File: src/rtl/mem_arbiter_pkg.sv
// mem_arbiter_pkg: shared state and owner encodings for the two-port memory arbiter.
package mem_arbiter_pkg;
    typedef enum logic [1:0] {
        IDLE   = 2'd0,
        ACCESS = 2'd1,
        RESP   = 2'd2
    } state_t;

    typedef enum logic {
        OWN_CPU = 1'b0,
        OWN_EXT = 1'b1
    } owner_t;
endpackage

File: src/rtl/mem_arb_rr.sv
// mem_arb_rr: two-way round-robin pick between CPU and EXT.
// On a tie the port that did not own the last access wins.
module mem_arb_rr
    import mem_arbiter_pkg::*;
(
    input  logic   i_elig_cpu,
    input  logic   i_elig_ext,
    input  owner_t i_last_owner,
    output owner_t o_grant
);
    assign o_grant = (i_elig_cpu && i_elig_ext) ? ((i_last_owner == OWN_CPU) ? OWN_EXT : OWN_CPU)
                                                : (i_elig_cpu ? OWN_CPU : OWN_EXT);
endmodule

File: src/rtl/mem_arbiter.sv
// mem_arbiter: arbitrates CPU and EXT ports onto one synchronous-read memory,
// three cycles per access (IDLE grant -> ACCESS -> RESP with ack).
module mem_arbiter
    import mem_arbiter_pkg::*;
#(
    parameter int ADDR_WIDTH = 8,
    parameter int DATA_WIDTH = 8
) (
    input  logic                  clk,
    input  logic                  arst,
    input  logic                  cpu_req,
    input  logic                  cpu_we,
    input  logic [ADDR_WIDTH-1:0] cpu_addr,
    input  logic [DATA_WIDTH-1:0] cpu_wdata,
    output logic [DATA_WIDTH-1:0] cpu_rdata,
    output logic                  cpu_ack,
    input  logic                  ext_req,
    input  logic                  ext_we,
    input  logic [ADDR_WIDTH-1:0] ext_addr,
    input  logic [DATA_WIDTH-1:0] ext_wdata,
    output logic [DATA_WIDTH-1:0] ext_rdata,
    output logic                  ext_ack,
    output logic [ADDR_WIDTH-1:0] mem_addr,
    output logic [DATA_WIDTH-1:0] mem_wdata,
    output logic                  mem_we,
    input  logic [DATA_WIDTH-1:0] mem_rdata
);
    state_t r_state, w_next;
    owner_t r_owner, r_last_owner, w_grant;
    logic   w_elig_cpu, w_elig_ext, w_start;

    // A port whose ack is high this cycle is blocked, so a held req is not re-granted.
    assign w_elig_cpu = cpu_req && !cpu_ack;
    assign w_elig_ext = ext_req && !ext_ack;
    assign w_start    = (r_state == IDLE) && (w_elig_cpu || w_elig_ext);

    mem_arb_rr u_rr (
        .i_elig_cpu   (w_elig_cpu),
        .i_elig_ext   (w_elig_ext),
        .i_last_owner (r_last_owner),
        .o_grant      (w_grant)
    );

    always_ff @(posedge clk or negedge arst) begin
        if (!arst) r_state <= IDLE;
        else       r_state <= w_next;
    end

    always_comb begin
        w_next = IDLE;
        w_next = (r_state == IDLE)   ? (w_start ? ACCESS : IDLE) :
                 (r_state == ACCESS) ? RESP : IDLE;
    end

    always_ff @(posedge clk or negedge arst) begin
        if (!arst) begin
            r_owner      <= OWN_CPU;
            r_last_owner <= OWN_EXT;
            mem_addr     <= '0;
            mem_wdata    <= '0;
            mem_we       <= 1'b0;
            cpu_rdata    <= '0;
            cpu_ack      <= 1'b0;
            ext_rdata    <= '0;
            ext_ack      <= 1'b0;
        end else begin
            cpu_ack <= 1'b0;
            ext_ack <= 1'b0;
            if (w_start) begin
                mem_addr     <= (w_grant == OWN_CPU) ? cpu_addr  : ext_addr;
                mem_wdata    <= (w_grant == OWN_CPU) ? cpu_wdata : ext_wdata;
                mem_we       <= (w_grant == OWN_CPU) ? cpu_we    : ext_we;
                r_owner      <= w_grant;
                r_last_owner <= w_grant;
            end
            if (r_state == ACCESS) mem_we <= 1'b0;
            if (r_state == RESP) begin
                if (r_owner == OWN_CPU) begin
                    cpu_rdata <= mem_rdata;
                    cpu_ack   <= 1'b1;
                end else begin
                    ext_rdata <= mem_rdata;
                    ext_ack   <= 1'b1;
                end
            end
        end
    end
endmodule
File: config.mk
export PLATFORM = sky130hd
export DESIGN_NAME = mem_arbiter
export DESIGN_NICKNAME = d
export VERILOG_FILES = /design/src/rtl/mem_arbiter_pkg.sv /design/src/rtl/mem_arb_rr.sv /design/src/rtl/mem_arbiter.sv
export SDC_FILE = /design/constraint.sdc
export NUM_CORES = 1
export LEC_CHECK = 0
export ABC_AREA = 1
export CORE_AREA = 2 2 67 69
export DETAILED_ROUTE_END_ITERATION = 10
export DIE_AREA = 0 0 69 71
export PLACE_DENSITY_LB_ADDON = 0.15
export SLEW_MARGIN = 20
export SYNTH_ARGS = -nofsm -noshare
export SYNTH_HDL_FRONTEND = slang
export SYNTH_SLANG_ARGS = --single-unit
File: constraint.sdc
create_clock -name clk -period 1.98 [get_ports clk]
set_clock_uncertainty 0.15 [all_clocks]
set_input_delay 0.396 -clock clk [delete_from_list [all_inputs] [get_ports clk]]
set_output_delay 0.396 -clock clk [all_outputs]
set_load 0.005 [all_outputs]
; Word level (Yosys, flattened, before mapping)
; Cells that the tools add are included.
; Widths: inputs -> output; s select.
[op_classes]
eq_ne = 2
muxes = 15
bitwise_logic = 1
reduce_logical = 11
[ops]
columns = cell, count
row1 = $mux 8, 2
row2 = $mux 1, 11
row3 = $logic_and 1x1->1, 4
row4 = $mux 2, 2
row5 = $reduce_and 2->1, 2
row6 = $eq 2x1->1 const B, 1
row7 = $eq 2x2->1 const B, 1
row8 = $logic_not 1->1, 2
row9 = $logic_not 2->1, 1
row10 = $reduce_bool 2->1, 1
row11 = $logic_or 1x1->1, 1
row12 = $not 1->1, 1
[totals]
ff_bits = 39
inputBits = 46
out_inout_bits = 35
elab_cells = 39

; Depth between registers and ports, before layout
[depth]
word_depth = 7
ltp_mapped = 8

; Hierarchy
; A second synthesis with hierarchy kept.
[hier_totals]
cells_unflattened = 184
area_unflattened_um2 = 1654.1
[by_module_without_submodules]
columns = mod, instances, cells_per_inst, area_each_um2, seq_area_each_um2
row1 = mem_arbiter, 1, 181, 1642.8, 977.2
row2 = mem_arb_rr, 1, 3, 11.3, 0.0

; Worst setup path before layout
; No wires, ideal clock.
[synth_timing]
path_kind = register -> register
start = reg r_last_owner
end = reg mem_addr[5]
setup_time_ns = 0.117
t_arrival_ns = 1.063
t_required_ns = 1.713
path_slack_ns = 0.650
stages_incl_launch_ff = 7
n_path_buf = 1
period_less_slack_ns = 1.330
path_cell_list = dfstp_2 > inv_1 > nand3_2 > buf_2 > nand3_1 > nand3_1 > nand2_1
[synth_between]
elab_chain_cells = 3
[synth_lines]
columns = element, line_no
row1 = from (decl), mem_arbiter.sv:29  ; owner_t r_owner, r_last_owner, w_grant;
row2 = from (signal assigned), mem_arbiter.sv:74  ; r_last_owner <= w_grant;
row3 = $mux 1 (2 in a row), mem_arb_rr.sv:11  ; assign o_grant = (i_elig_cpu && i_elig_ext) ? ((i_last_owner == OWN_CPU) ? OWN_EXT : OWN_CPU)
row4 = $mux 8, mem_arbiter.sv:70  ; mem_addr <= (w_grant == OWN_CPU) ? cpu_addr : ext_addr;
row5 = to (signal assigned), mem_arbiter.sv:70
row6 = to (decl), mem_arbiter.sv:23  ; output logic [ADDR_WIDTH-1:0] mem_addr,
; Every way passes these cells.
; A chain may end at the register's enable or synchronous reset.

; Worst setup path after layout
[layout_timing]
start = reg mem_wdata[4]
end = out mem_wdata[4]
[layout_rtl]
columns = element, line_no
row1 = from (decl), mem_arbiter.sv:24  ; output logic [DATA_WIDTH-1:0] mem_wdata,
row2 = from (signal assigned), mem_arbiter.sv:71  ; mem_wdata <= (w_grant == OWN_CPU) ? cpu_wdata : ext_wdata;
; No word-level cell between the ends.

==> results.txt <==
----------------------------------------------------
[Job]
  Max-Cap Viols ... 0

[Routing]
  Via-to-Cell Ratio ... 4.58
  Detailed Route WL ... 4350 um
  Final antenna-violating net count ... 0
  Residual DRC count ... 0
  Iteration-0 DRC Markers ... 51
  Wire per inst ... 11.8 um
  Number of detailed-routing iterations run before antenna repair ... 4
  Via count of the routed design ... 1,694

[Pwr]
  Power per unit of standard cell area ... 1360 nW/um2
  Leakage power figure ... 1.47 nW
  Peak ir drop on the vdd network ... 0.841 mV
  Final total power ... 3.78 mW

[Place]
  Worst slack, placed ... 0.0989 ns
  Number of placed instances with taps included ... 361
  Detail Placement HPWL ... 3170 um
  Port-buffer cells ... 80
  Global placement routability congestion ... 0.755

[Min path]
  Worst min-delay path startpoint ... mem_addr[6]$_DFFE_PN0P_
  Hold Path End ... mem_addr[6]$_DFFE_PN0P_
  Type of the most critical hold path ... flop to flop
  Number of stages on the worst hold path ... 2

[Final layout]
  Ant. Diodes ... 0
  Final cell count without fillers ... 370
  Multi-input gate area in the final layout ... 588 um2
  Layout cell share with drive strength beyond 1 ... 7.23%
  Flip-flop and latch area ... 977 um2
  Number of inserted filler cells in the final layout ... 390
  Area growth, synth to finish ... 53.6%
  Final nets ... 363

[Logic synthesis]
  Most common library cells after synthesis ... 71 x nand2_1, 50 x inv_1, 38 x dfrtp_1
  Number of flops mapped to enable cells by yosys ... 0
  Top-area cell type share of the netlist area ... 52.4%
  Post-synth top flop ... dfrtp_1
  Post-Syn Area ... 1810 um2
  Dominant cell by count in the synthesized netlist ... nand2_1
  Distinct cells, synth ... 16
  Post-synthesis sequential area ratio ... 53.9%
  Post-synth net total ... 276
  Average size of a mapped cell ... 7.88 um2
  Number of synthesized register bits ... 39
  Instance count of the mapped netlist ... 230
  Share of flip-flops with an asynchronous set or reset ... 100%
  Library cell with the largest summed area after synthesis ... dfrtp_1
  Yosys Warn Count ... 0
  Largest cells by area after synthesis ... dfrtp_1 52%, nand2_1 15%, inv_1 10%

[Timing]
  Number of failing hold endpoints at the final stage ... 0
  Worst setup margin ... 0.264 ns
  Clock period minus worst slack ... 1.72 ns
  Maximum clock frequency ... 583 MHz
  Sum of negative setup slack ... 0 ns
  Min Hold Slack ... 0.330 ns
  Final setup violating endpoints ... 0
  Headroom to the max-slew limit ... 60.5%
  Worst-margin pin slew ... 0.593 ns
  Final critical-path share of the clock period ... 86.7%
  Final number of max-transition violations ... 0
  RSZ-0062 raised after global routing ... false

[Clock tree]
  TritonCTS clock tree ... done
  Insertion delay of the later-clocked pin in the worst-skew pair ... 0.29 ns
  Sinks on Clock Net ... 39
  Total of cells resized after clock tree synthesis ... 0
  Clk pin slew, worst setup/hold paths ... 0.07 ns
  Clock tree root driver cell ... clkbuf_8
  Number of H-tree branching levels ... 2
  Maximum buffer depth of the clock tree ... 2
  Number of buffers inserted during clock tree synthesis ... 5

[Setup path]
  Worst path cell trace ... clkdlybuf4s50_1
  Register-to-Register Path Depth ... 3
  Launching point of the worst reg2reg path ... r_state[0]$_DFF_PN0_
  Largest stage delay, worst path ... 0.52 ns
  Worst path top cell family by delay ... buffers and inverters
  Worst path arrival time ... 1.17 ns
  Type of the worst setup path ... flop to primary output
  Register-to-register setup slack ... 0.51 ns
  Cell with the largest stage delay on the worst path ... clkdlybuf4s50_1
  CP Data Required Time ... 1.43 ns
  Critical path peak fanout ... 2
  Capturing point of the worst reg2reg path ... ext_rdata[3]$_DFFE_PN0P_
  Sort of element at the end of the critical path ... primary output
  Number of buffers and inverters on the critical path ... 1
  Kind of launch point of the worst setup path ... flop

[Floorplan]
  Die extent in x ... 69 um
  Starting Density ... 43.1%
  Die Height ... 71 um
  Core area ... 4200 um2
  Number of rows created at floorplan ... 24
  # IOs ... 81
  DIE AREA ... 4900 um2

[Run status]
  Result of the run ... finished, final reports clean

[Global routing]
  Global-route wire length before repair ... 7250 um
  Antenna violations before repair ... 0
  Number of global-route vias before repair ... 1,559
  Tot GR Track Use ... 18.8%
  Maximum number of pins on one net before global-route repair ... 28
  Grt ovf ... 0

----------------------------------------------------
==> final cells by class <==
type	instances	share of cell area, %
clock buffer	8	3.59
inverter	52	7.05
multi-input combinational	131	21.1
sequential	39	35.1
tap	52	2.34
timing repair buffer	88	30.8
==> through the flow <==
stage | utilization (%) | cell area [um2]
after floorplan | - | 1810
after global placement | 63.6 | 2680
after detailed placement | 63.6 | 2680
after CTS | 66.3 | 2790
after global routing | 66.3 | 2790
final | 66.3 | 2790
==> worst max-delay path by stage <==
stage	from	endpoint	slack [ns]	cells after the start
2_1_floorplan	r_last_owner$_DFFE_PN1P_	mem_addr[5]$_DFFE_PN0P_	0.65	6
3_3_place_gp	ext_req	mem_we$_DFFE_PN0P_	0.15	6
3_5_place_dp	ext_req	mem_we$_DFFE_PN0P_	0.1	6
6_report	mem_wdata[4]$_DFFE_PN0P_	mem_wdata[4]	0.26	1
4_1_cts	ext_rdata[0]$_DFFE_PN0P_	ext_rdata[0]	0.25	1
5_1_grt	mem_wdata[4]$_DFFE_PN0P_	mem_wdata[4]	0.21	1
==> cell families after synthesis <==
| kind of cell | synth area share [%] |
|---|---|
| AOI/OAI and AO/OA | 5.45 |
| buffers and inverters | 13.7 |
| DFF | 53.9 |
| and+or+nand+nor | 27.0 |
==> sequential cells by signal (all words and copies together), names as in the netlist <==
| name | cells |
|---|---|
| r_last_owner | 1 |
| r_state | 2 |
| ext_ack | 1 |
| mem_wdata | 8 |
| r_owner | 1 |
| mem_addr | 8 |
| ext_rdata | 8 |
| cpu_rdata | 8 |
| mem_we | 1 |
| cpu_ack | 1 |
==> repair_timing <==
action	CTS	global route
hold endpoints to repair	24	0
hold buffers	1	0
buffers inserted	0	0
==> cell usage in the layout, fill, tap and decap left out, drive strengths merged <==
| cell type | netlist | layout |
|---|---|---|
| nand2 | 73 | 73 |
| clkinv | 1 | 1 |
| clkdlybuf4s50 | 0 | 79 |
| inv | 51 | 51 |
| buf | 8 | 8 |
| dfstp | 1 | 1 |
| a21oi | 1 | 1 |
| clkbuf | 0 | 8 |
| o21ai | 18 | 18 |
| dlygate4sd3 | 0 | 1 |
| dfrtp | 38 | 38 |
| nand3 | 39 | 39 |
==> power by group <==
| part | total [mW] | internal [mW] | switching, mW |
|---|---|---|---|
| Clock | 0.584 | 0.318 | 0.266 |
| Sequential | 1.41 | 1.20 | 0.211 |
| Combinational | 1.78 | 0.969 | 0.812 |
==> per-layer routing <==
layer	wire, um	global-route usage, %
met5	0	0
met4	59	5.01
met3	291	6.70
met2	2000	30.1
met1	2000	24.3
No activity file was read; power rests on OpenSTA's default activity.
